==> src/rtl/snax_reshuffler_csr_sequencer.sv <==
// Autonomous CSR programming sequencer for the SNAX data reshuffler.
// Writes a job's config words and the start CSR, then polls status until idle.
module snax_reshuffler_csr_sequencer #(
    parameter int unsigned NumCfgRegs   = 8,
    parameter logic [31:0] CfgBaseAddr  = 32'd0,
    parameter logic [31:0] StartAddr    = 32'd8,
    parameter logic [31:0] StatusAddr   = 32'd9,
    parameter int unsigned BusyBit      = 0,
    parameter int unsigned PollGap      = 4,
    parameter int unsigned PollCntWidth = 16
) (
    input  logic                       clk_i,
    input  logic                       rst_ni,
    input  logic                       job_valid_i,
    output logic                       job_ready_o,
    input  logic [NumCfgRegs*32-1:0]   job_cfg_i,
    output logic [31:0]                io_csr_req_bits_data_o,
    output logic [31:0]                io_csr_req_bits_addr_o,
    output logic                       io_csr_req_bits_write_o,
    output logic                       io_csr_req_valid_o,
    input  logic                       io_csr_req_ready_i,
    input  logic                       io_csr_rsp_valid_i,
    output logic                       io_csr_rsp_ready_o,
    input  logic [31:0]                io_csr_rsp_bits_data_i,
    output logic                       busy_o,
    output logic                       done_o,
    output logic [PollCntWidth-1:0]    poll_count_o
);

    localparam int unsigned IdxW = (NumCfgRegs > 1) ? $clog2(NumCfgRegs) : 1;
    localparam int unsigned GapW = (PollGap > 1) ? $clog2(PollGap) : 1;
    localparam logic [IdxW-1:0] LastIdx = IdxW'(NumCfgRegs - 1);
    localparam logic [GapW-1:0] LastGap =
        GapW'((PollGap > 0) ? PollGap - 1 : 0);

    typedef enum logic [2:0] {
        IDLE,
        WR_CFG,
        WR_START,
        POLL_REQ,
        POLL_RSP,
        POLL_WAIT,
        DONE
    } state_e;

    state_e                        state_q;
    logic [NumCfgRegs-1:0][31:0]   cfg_q;
    logic [IdxW-1:0]               idx_q;
    logic [IdxW-1:0]               idx_nxt;
    logic [GapW-1:0]               gap_q;
    logic                          rsp_busy;
    logic                          rsp_data_unused;

    assign idx_nxt  = idx_q + IdxW'(1);
    assign rsp_busy = io_csr_rsp_bits_data_i[BusyBit];
    // Only the busy flag matters; the rest of the status word is ignored.
    assign rsp_data_unused = ^io_csr_rsp_bits_data_i;

    always_ff @(posedge clk_i or negedge rst_ni) begin
        if (!rst_ni) begin
            state_q                 <= IDLE;
            cfg_q                   <= '0;
            idx_q                   <= '0;
            gap_q                   <= '0;
            job_ready_o             <= 1'b1;
            io_csr_req_bits_data_o  <= '0;
            io_csr_req_bits_addr_o  <= '0;
            io_csr_req_bits_write_o <= 1'b0;
            io_csr_req_valid_o      <= 1'b0;
            io_csr_rsp_ready_o      <= 1'b0;
            busy_o                  <= 1'b0;
            done_o                  <= 1'b0;
            poll_count_o            <= '0;
        end else begin
            case (state_q)
                IDLE: begin
                    if (job_valid_i) begin
                        cfg_q                   <= job_cfg_i;
                        idx_q                   <= '0;
                        poll_count_o            <= '0;
                        job_ready_o             <= 1'b0;
                        busy_o                  <= 1'b1;
                        io_csr_req_valid_o      <= 1'b1;
                        io_csr_req_bits_write_o <= 1'b1;
                        io_csr_req_bits_addr_o  <= CfgBaseAddr;
                        io_csr_req_bits_data_o  <= job_cfg_i[31:0];
                        state_q                 <= WR_CFG;
                    end
                end
                WR_CFG: begin
                    if (io_csr_req_ready_i) begin
                        if (idx_q == LastIdx) begin
                            io_csr_req_bits_addr_o <= StartAddr;
                            io_csr_req_bits_data_o <= 32'h1;
                            state_q                <= WR_START;
                        end else begin
                            idx_q                  <= idx_nxt;
                            io_csr_req_bits_addr_o <= CfgBaseAddr + 32'(idx_nxt);
                            io_csr_req_bits_data_o <= cfg_q[idx_nxt];
                        end
                    end
                end
                WR_START: begin
                    if (io_csr_req_ready_i) begin
                        io_csr_req_bits_write_o <= 1'b0;
                        io_csr_req_bits_addr_o  <= StatusAddr;
                        io_csr_req_bits_data_o  <= '0;
                        state_q                 <= POLL_REQ;
                    end
                end
                POLL_REQ: begin
                    if (io_csr_req_ready_i) begin
                        if (poll_count_o != '1) begin
                            poll_count_o <= poll_count_o + 1'b1;
                        end
                        io_csr_req_valid_o     <= 1'b0;
                        io_csr_req_bits_addr_o <= '0;
                        io_csr_rsp_ready_o     <= 1'b1;
                        state_q                <= POLL_RSP;
                    end
                end
                POLL_RSP: begin
                    if (io_csr_rsp_valid_i) begin
                        io_csr_rsp_ready_o <= 1'b0;
                        if (!rsp_busy) begin
                            done_o  <= 1'b1;
                            state_q <= DONE;
                        end else if (PollGap == 0) begin
                            io_csr_req_valid_o     <= 1'b1;
                            io_csr_req_bits_addr_o <= StatusAddr;
                            state_q                <= POLL_REQ;
                        end else begin
                            gap_q   <= '0;
                            state_q <= POLL_WAIT;
                        end
                    end
                end
                POLL_WAIT: begin
                    if (gap_q == LastGap) begin
                        io_csr_req_valid_o     <= 1'b1;
                        io_csr_req_bits_addr_o <= StatusAddr;
                        state_q                <= POLL_REQ;
                    end else begin
                        gap_q <= gap_q + GapW'(1);
                    end
                end
                DONE: begin
                    done_o      <= 1'b0;
                    busy_o      <= 1'b0;
                    job_ready_o <= 1'b1;
                    state_q     <= IDLE;
                end
                default: begin
                    state_q <= IDLE;
                end
            endcase
        end
    end

endmodule

==> config.mk <==
export PLATFORM = sky130hd
export DESIGN_NAME = snax_reshuffler_csr_sequencer
export DESIGN_NICKNAME = d
export VERILOG_FILES = /design/src/rtl/snax_reshuffler_csr_sequencer.sv
export SDC_FILE = /design/constraint.sdc
export NUM_CORES = 1
export LEC_CHECK = 0
export BUFFER_PORTS_ARGS = -buffer_cell sky130_fd_sc_hd__buf_2
export CAP_MARGIN = 5
export CORE_MARGIN = 2
export CORE_UTILIZATION = 40
export DETAILED_ROUTE_END_ITERATION = 8
export PLACE_DENSITY_LB_ADDON = 0.1
export SLEW_MARGIN = 5
export SYNTH_ARGS = -nofsm -noshare
export SYNTH_HDL_FRONTEND = slang
export SYNTH_SLANG_ARGS = --single-unit
export TNS_END_PERCENT = 100
==> constraint.sdc <==
create_clock -name clk_i -period 2.27 [get_ports clk_i]
set_input_delay 0.454 -clock clk_i [delete_from_list [all_inputs] [get_ports clk_i]]
set_output_delay 0.454 -clock clk_i [all_outputs]
set_load 0.02 [all_outputs]
## Word level (Yosys, flattened, before mapping)

Index checks and enable logic that the tools add are counted.

| storage, ports and cells | value |
|---|---|
| register bits after elaboration | 350 |
| output and inout bits | 86 |
| logic and storage cells | 116 |
| input bits | 293 |

| operators by class | value |
|---|---|
| equality and inequality tests | 21 |
| order comparisons | 1 |
| add/sub/neg operators | 3 |
| reductions and logical operators | 23 |
| multiplexer cells | 48 |

Operators with widths:

| operator | count |
|---|---|
| $mux 32 | 9 |
| $pmux 32 s5 | 1 |
| $bmux 32 s3 | 1 |
| $pmux 32 s3 | 1 |
| $mux 16 | 3 |
| $pmux 16 s2 | 1 |
| $mux 3 | 10 |
| $ne 2x2->1 const B | 12 |
| $reduce_and 4->1 | 5 |
| $pmux 3 s6 | 1 |
| $add 16x1->16 const B | 1 |
| $ne 16x16->1 const B | 1 |
| $reduce_bool 2->1 | 7 |
| $eq 3x3->1 const B | 4 |
| $pmux 1 s2 | 5 |
| $reduce_and 3->1 | 3 |
| $mux 1 | 8 |
| $mux 2 | 4 |
| $reduce_and 7->1 | 1 |
| $eq 3x2->1 const B | 2 |
| $pmux 3 s2 | 1 |
| $reduce_and 6->1 | 1 |
| $reduce_bool 3->1 | 2 |
| $reduce_bool 5->1 | 1 |
| other kinds (10) | 11 |

## Longest topological paths before layout

Gate-level depths: netlist (run 1).

| logic depth | value |
|---|---|
| word-level depth | 6 |
| gate-level depth with buffers | 8 |
| depth with buffers taken out | 6 |

## Worst setup path after synthesis (run 1)

No wires, ideal clock.

| timing | value |
|---|---|
| path type | register -> register |
| start | reg idx_q[0] |
| end | reg io_csr_req_bits_data_o[10] |
| library setup time | 0.138 ns |
| cell stages (with the launch flop) | 8 |
| setup slack | 0.113 ns |
| buffers on the path | 2 |
| data required time | 2.132 ns |
| period minus slack after synthesis | 2.157 ns |
| arrival time | 2.019 ns |
| cell sequence | dfrtp_1 -> ha_1 -> ha_1 -> clkbuf_1 -> clkbuf_1 -> mux4_2 -> mux2i_1 -> o211ai_1 |

| between the ends | value |
|---|---|
| cells in the longest elaborated chain, start to end | 6 |
| elaborated cells between the ends (all ways) | 7 |
| those cells by class | add/sub (1); eq/ne (1); mux (5) |

Ends and longest elaborated chain:

| element | RTL line | text |
|---|---|---|
| from (decl) | 48 | `logic [IdxW-1:0] idx_q;` |
| from (signal assigned) | 97 | `idx_q <= idx_nxt;` |
| $add 3x1->3 | 54 | `assign idx_nxt = idx_q + IdxW'(1);` |
| $bmux 32 s3 | 99 | `io_csr_req_bits_data_o <= cfg_q[idx_nxt];` |
| $mux 32 (not written as such) | 99 |  |
| $mux 32 (*) | 92 | `if (idx_q == LastIdx) begin` |
| $mux 32 (*) | 91 | `if (io_csr_req_ready_i) begin` |
| $pmux 32 s3 (*) | 75 | `case (state_q)` |
| to (signal assigned) | 86 | `io_csr_req_bits_data_o <= job_cfg_i[31:0];` |
| to (signal assigned) | 99 |  |
| to (decl) | 17 | `output logic [31:0] io_csr_req_bits_data_o,` |

Mark *: on every way between the ends. The rest lies on a longest branch, timed or not. The select of a mux whose other input is x is not followed.
A chain may end at the register's enable or synchronous reset.

## Worst setup path in the final report (run 1)

| timing | value |
|---|---|
| start | reg idx_q[0] |
| end | reg io_csr_req_bits_data_o[17] |

The elaborated chain is that of the path after synthesis.

==> results of run 1 <==
## worst paths after layout
kind | endpoint | slack [ns] | start | cells after the start
worst min register to register | cfg_q[148] | 0.47 | cfg_q[148] | 2
worst max-delay path | io_csr_req_bits_data_o[17] | 0.15 | idx_q[0] | 6
max in group asynchronous | cfg_q[114] | 0.98 | rst_ni | 4
worst min-delay path | cfg_q[68] | 0.13 | job_cfg_i[68] | 3
worst max register to register | io_csr_req_bits_data_o[17] | 0.15 | idx_q[0] | 6
min in group asynchronous | busy_o | 0.46 | rst_ni | 2
## sequential cells by signal, summed over array words and instances, names as in the netlist, 2 cells and up
| name | count |
|---|---|
| cfg_q | 256 |
| io_csr_req_bits_data_o | 32 |
| poll_count_o | 16 |
| io_csr_req_bits_addr_o | 4 |
| idx_q | 3 |
| state_q | 3 |
| gap_q | 2 |
## metrics by stage
step	setup WS (ns)	power [µW]	hold WS (ns)	cells	area (µm²)
after floorplan	0.113	16400	0.158	1581	14900
after global placement	0.184	19300	0.413	2289	17100
after detailed placement	0.168	19600	0.413	2289	17100
after CTS	0.156	25400	0.110	2355	18300
after global routing	0.0411	27000	0.114	2356	18300
final	0.146	25100	0.132	2361	18300
## what timing repair did
action,in CTS,in global routing
hold buffers,1,0
setup buffers,0,0
endpoints found under the hold margin,37,0
resized for setup,0,0
## power breakdown
group	total (µW)	leakage (µW)	internal, µW	switching, µW
combinational	9710	0.00493	4390	5320
sequential	9660	0.00405	8270	1380
clock	5730	0.000569	3400	2320
total	25100	0.00955	16100	9020
## worst max-delay path, stage by stage (launching register included)
cell and delay (ns):
dfrtp_4 0.49, ha_2 0.22, ha_4 0.45, buf_4 0.26
mux4_2 0.33, mux2i_1 0.14, o211ai_1 0.09
## cells in the mapped netlist (all sizes together), types with 2 or more instances
master	n
nor3	7
o21ai	13
or3	3
a211oi	5
and3	2
and3b	2
nand3	5
mux2i	43
nor4b	2
nand4	2
o31ai	2
a2111oi	2
nor2	12
o211ai	33
or4	2
ha	5
clkbuf	57
nand2	833
nand3b	2
a31oi	3
nor2b	8
nor4	4
mux2	10
and2	2
dfrtp	321
buf	63
a21oi	12
mux4	64
inv	9
or2	7
## layer usage
| metal | up-vias | GRT usage |
|---|---|---|
| li1 | 5642 | - |
| met1 | 5563 | 0.309 |
| met2 | 301 | 0.329 |
| met3 | 50 | 0.0387 |
| met4 | 0 | 0.0440 |
| met5 | - | 0 |
## cell usage in the layout, fill, tap and decap left out, types with 4 or more instances in the layout
| master | count |
|---|---|
| mux4_2 | 64 |
| nand2_1 | 833 |
| mux2_2 | 10 |
| dfrtp_1 | 320 |
| buf_12 | 17 |
| nor2b_1 | 8 |
| o21ai_0 | 13 |
| inv_1 | 9 |
| diode_2 | 6 |
| clkbuf_8 | 8 |
| clkbuf_1 | 12 |
| o211ai_1 | 33 |
| or2_2 | 7 |
| buf_2 | 318 |
| mux2i_1 | 43 |
| nand3_1 | 4 |
| clkbuf_16 | 37 |
| nor3_1 | 7 |
| conb_1 | 28 |
| a211oi_1 | 4 |
| buf_4 | 24 |
| nor2_1 | 12 |
| a21oi_1 | 12 |
## area by class of cell
class	count	area, µm²	share of cell area
diodes	6	15.0	0.000821
repair buffers	361	2140	0.117
well taps	468	586	0.0320
multi-input cells	1130	6300	0.344
flip-flops and latches	322	8060	0.441
clock inverters	8	81.3	0.00445
inverters	9	33.8	0.00185
clock buffers	57	1080	0.0591
## cell families after synthesis
logic type,synth area share
xor gates and xnor gates,0.000590
muxes,0.134
AOI/OAI and AO/OA,0.0372
other,0.000253
and+or+nand+nor,0.239
adders and majority gates,0.00422
DFF,0.543
buffers and inverters,0.0422
==> results.yml, run 1 <==
layout:
  drive_gt1_frac: 0.267
  syn2layout_area_growth_pct: 23.3
  final_util: 0.500
  finalNetCount: 2159
  fillCellCount: 3512
detailed_routing:
  drc_errors: 0
  topRoutingLayerUsed: "met4"
  wl_per_cell_um: 17.1
  dr.pass1.iters: 6
  wirelength_met1_um: 19000
  met2_length_um: 18500
  met3_length_um: 2340
  ant_nets: 0
  first_iter_violations: 705
  post_drt_via_cell_ratio: 4.89
  routed_wl_um: 40500
  vias: 11556
power_and_ir_drop:
  max-vdd-ir-drop_mv: 0.580
  power_density_mw_per_mm2: 1370
  leakage_uw: 0.00955
clock_tree:
  cts_sinks: 322
  clk_path_buf_depth: 3
  clk_pin_slew_ns: 0.06
  cts_tree: "built"
  cts_inserted_buffers: 37
  clock_latency_ns: 0.51
  h-tree-depth: 2
  root_buffer: "clkbuf_16"
global_route:
  grt_pass1_vias: 11526
  grt_util_all_layers: 0.211
  grt_max_degree: 147
  grt_pass1_wl_um: 64000
  grt.overflow.total: 0
  antenna_found_initial: 6
worst_setup_path:
  end_kind: "register"
  worstPathRequired_ns: 2.64
  critPathMaxFanout: 12
  cp-start-kind: "register"
  worst-setup-path-type: "reg -> reg"
  cp.arrival_ns: 2.49
timing:
  drv_slew: 0
  fin_worst_skew_ns: 0.0126
  rsz0062_at_grt: "no"
  fin_setup_tns_ns: 0
  setup_viol: 0
  slew_headroom: 0.538
  finalCriticalPeriod_ns: 2.12
  hold_viol: 0
  fmax_mhz: 471
  worst_pin_slew_ns: 0.693
  finalCritPeriodShare: 0.936
outcome:
  status: "finished, final reports clean"
floorplan:
  rows: 70
  pin_count: 379
  die_w_um: 197
  start_util: 0.405
  core_area_mm2: 0.0366
  die_h_um: 197
  die-area_mm2: 0.0387
min_path:
  min_path_type: "in -> reg"
yosys:
  synth_edf_count: 0
  yosys_most_used_dff: "dfrtp_1"
  avgSynthCellArea_um2: 9.55
  yosysWarnings: 0
  yosys.area.top_type: "dfrtp_1"
  synth.area.top_cells: "dfrtp_1 (54%), nand2_1 (21%), mux4_2 (9.7%)"
  ys_seq_area_frac: 0.543
  ys_ff_latch: 322
  netlist_instances: 1554
  ys_types: 54
  synthArstFlopShare: 1.00
  yosysTopAreaCellShare: 0.541
  synthesis.area_mm2: 0.0148
placed_design:
  portBuffers: 319
  routabilityCongestion: 0.864
  hpwlAfterDp_um: 28300
run:
  maxCapViolations: 0
No activity file was read; power rests on OpenSTA's default activity.
==> run 2: changes to the inputs <==
--- a/config.mk
+++ b/config.mk
@@ -5,7 +5,7 @@
 export SDC_FILE = /design/constraint.sdc
 export NUM_CORES = 1
 export LEC_CHECK = 0
-export BUFFER_PORTS_ARGS = -buffer_cell sky130_fd_sc_hd__buf_2
+export BUFFER_PORTS_ARGS = -buffer_cell sky130_fd_sc_hd__clkbuf_2
 export CAP_MARGIN = 5
 export CORE_MARGIN = 2
 export CORE_UTILIZATION = 40
==> constraint.sdc (replaced) <==
create_clock -name clk_i -period 2.27 [get_ports clk_i]
set_input_delay 0.454 -clock clk_i [delete_from_list [all_inputs] [get_ports clk_i]]
set_output_delay 0.454 -clock clk_i [all_outputs]
set_load 0.005 [all_outputs]
==> run 2 against run 1 <==
Worst setup slack worse by 0.043 ns. Clock skew is 0.0027 ns higher. Clock power is 8.2% higher. Highest routed layer is now met5.
==> results.yml, run 2 (synthesis gave the netlist of run 1 again) <==
floorplan:
  rows: 70
  die-area_mm2: 0.0387
  die_w_um: 197
  die_h_um: 197
  core_area_mm2: 0.0366
  start_util: 0.405
  pin_count: 379
layout:
  finalNetCount: 2169
  seq_area_mm2: 0.00806
  multi_input_area_mm2: 0.00630
  regMostFlops: "cfg_q"
  syn2layout_area_growth_pct: 24.3
  largest_reg_flops: 256
  design_area_mm2: 0.0184
  drive_gt1_frac: 0.271
  final_cell_mix: "nand2_1 (833), dfrtp_1 (320), clkbuf_2 (318)"
  stdcell_count: 2367
  fillCellCount: 3438
  mostFrequentLayoutCell: "nand2_1"
  reg_top3: "cfg_q (256), io_csr_req_bits_data_o (32), poll_count_o (16)"
timing:
  fmax_mhz: 461
  worst_pin_slew_ns: 0.574
  drv_slew: 0
  slew_headroom: 0.607
  setup_viol: 0
  rsz0062_at_grt: "no"
  finalCritPeriodShare: 0.955
  fin_worst_skew_ns: 0.0153
  finalCriticalPeriod_ns: 2.17
  hold_viol: 0
  fin_setup_tns_ns: 0
global_route:
  grt_pass1_wl_um: 64900
  antenna_found_initial: 5
  grt.overflow.total: 0
  grt_max_degree: 95
  grt_pass1_vias: 11782
  grt_util_all_layers: 0.214
clock_tree:
  clk_pin_slew_ns: 0.06
  cts_sinks: 322
  cts_inserted_buffers: 38
  h-tree-depth: 2
  cts_tree: "built"
  clock_latency_ns: 0.51
  clk_path_buf_depth: 3
  root_buffer: "clkbuf_16"
placed_design:
  routabilityCongestion: 0.902
  hpwlAfterDp_um: 28900
  dp_cells: 2298
  portBuffers: 319
  place_area_mm2: 0.0172
detailed_routing:
  drc_errors: 0
  routed_wl_um: 40900
  vias: 11595
  post_drt_via_cell_ratio: 4.90
  ant_nets: 0
  first_iter_violations: 773
  dr.pass1.iters: 5
  wl_per_cell_um: 17.3
outcome:
  status: "finished, final reports clean"
worst_setup_path:
  r2r_start: "idx_q[0]"
  r2r_end: "io_csr_req_bits_data_o[13]"
  cp-start-kind: "register"
  cp.arrival_ns: 2.53
  endpoint: "io_csr_req_bits_data_o[13]"
  end_kind: "register"
  worstPathRequired_ns: 2.64
  rrSetupSlack_ns: 0.10
  critPathMaxFanout: 17
  reg2reg_depth: 6
  startpoint: "idx_q[0]"
  worst-setup-path-type: "reg -> reg"
power_and_ir_drop:
  max-vdd-ir-drop_mv: 0.666
  leakage_uw: 0.00968
  power_density_mw_per_mm2: 1370
min_path:
  min_path_type: "in -> reg"
run:
  maxCapViolations: 0
## run 2: worst min-delay path by stage
stage / from / endpoint / cells past startpoint
global route: job_cfg_i[203] / cfg_q[203] / 3
CTS: job_cfg_i[142] / cfg_q[142] / 3
detailed placement: rst_ni / busy_o / 1
global placement: rst_ni / busy_o / 1
finish: job_cfg_i[248] / cfg_q[248] / 3
floorplan: rst_ni / busy_o / 0
## run 2: routing by layer
metal,track usage,share of wire
met5,0,0.00049
met4,0.0537,0.021
met3,0.0406,0.060
met2,0.334,0.46
met1,0.309,0.46
## run 2: layout make-up
cell class              instances  share of cell area
diodes                          3            0.000407
clock buffers                  56              0.0609
clock inverters                 9             0.00787
inverters                       9             0.00183
multi-input cells            1130               0.342
flip-flops and latches        322               0.437
well taps                     468              0.0317
repair buffers                370               0.119
## run 2: repair_timing
item                       in CTS  in global routing
setup endpoints to repair       0                  3
gates resized for setup         0                  1
buffers inserted                0                  0
hold buffers                    1                  0
hold endpoints to repair       10                  0
## run 2: per-stage QoR
step	total power (µW)	setup WS [ns]	utilization	hold WS (ns)
3_3_place_gp	19000	0.125	0.468	0.302
4_1_cts	25600	0.105	0.503	0.108
2_1_floorplan	16100	0.113	-	0.158
3_5_place_dp	19300	0.114	0.468	0.302
6_report	25300	0.103	0.504	0.134
5_1_grt	27200	0.0174	0.504	0.117
## run 2: power breakdown
part           switching (µW)  internal [µW]  total [µW]
Combinational            4960           4450        9420
Sequential               1400           8280        9680
Clock                    2330           3860        6200
Total                    8700          16600       25300
## run 2: critical path: stages, from the launching register on
cell	delay (ns)
dfrtp_4	0.50
ha_2	0.22
ha_4	0.47
buf_12	0.22
mux4_2	0.33
mux2i_1	0.16
o211ai_1	0.10
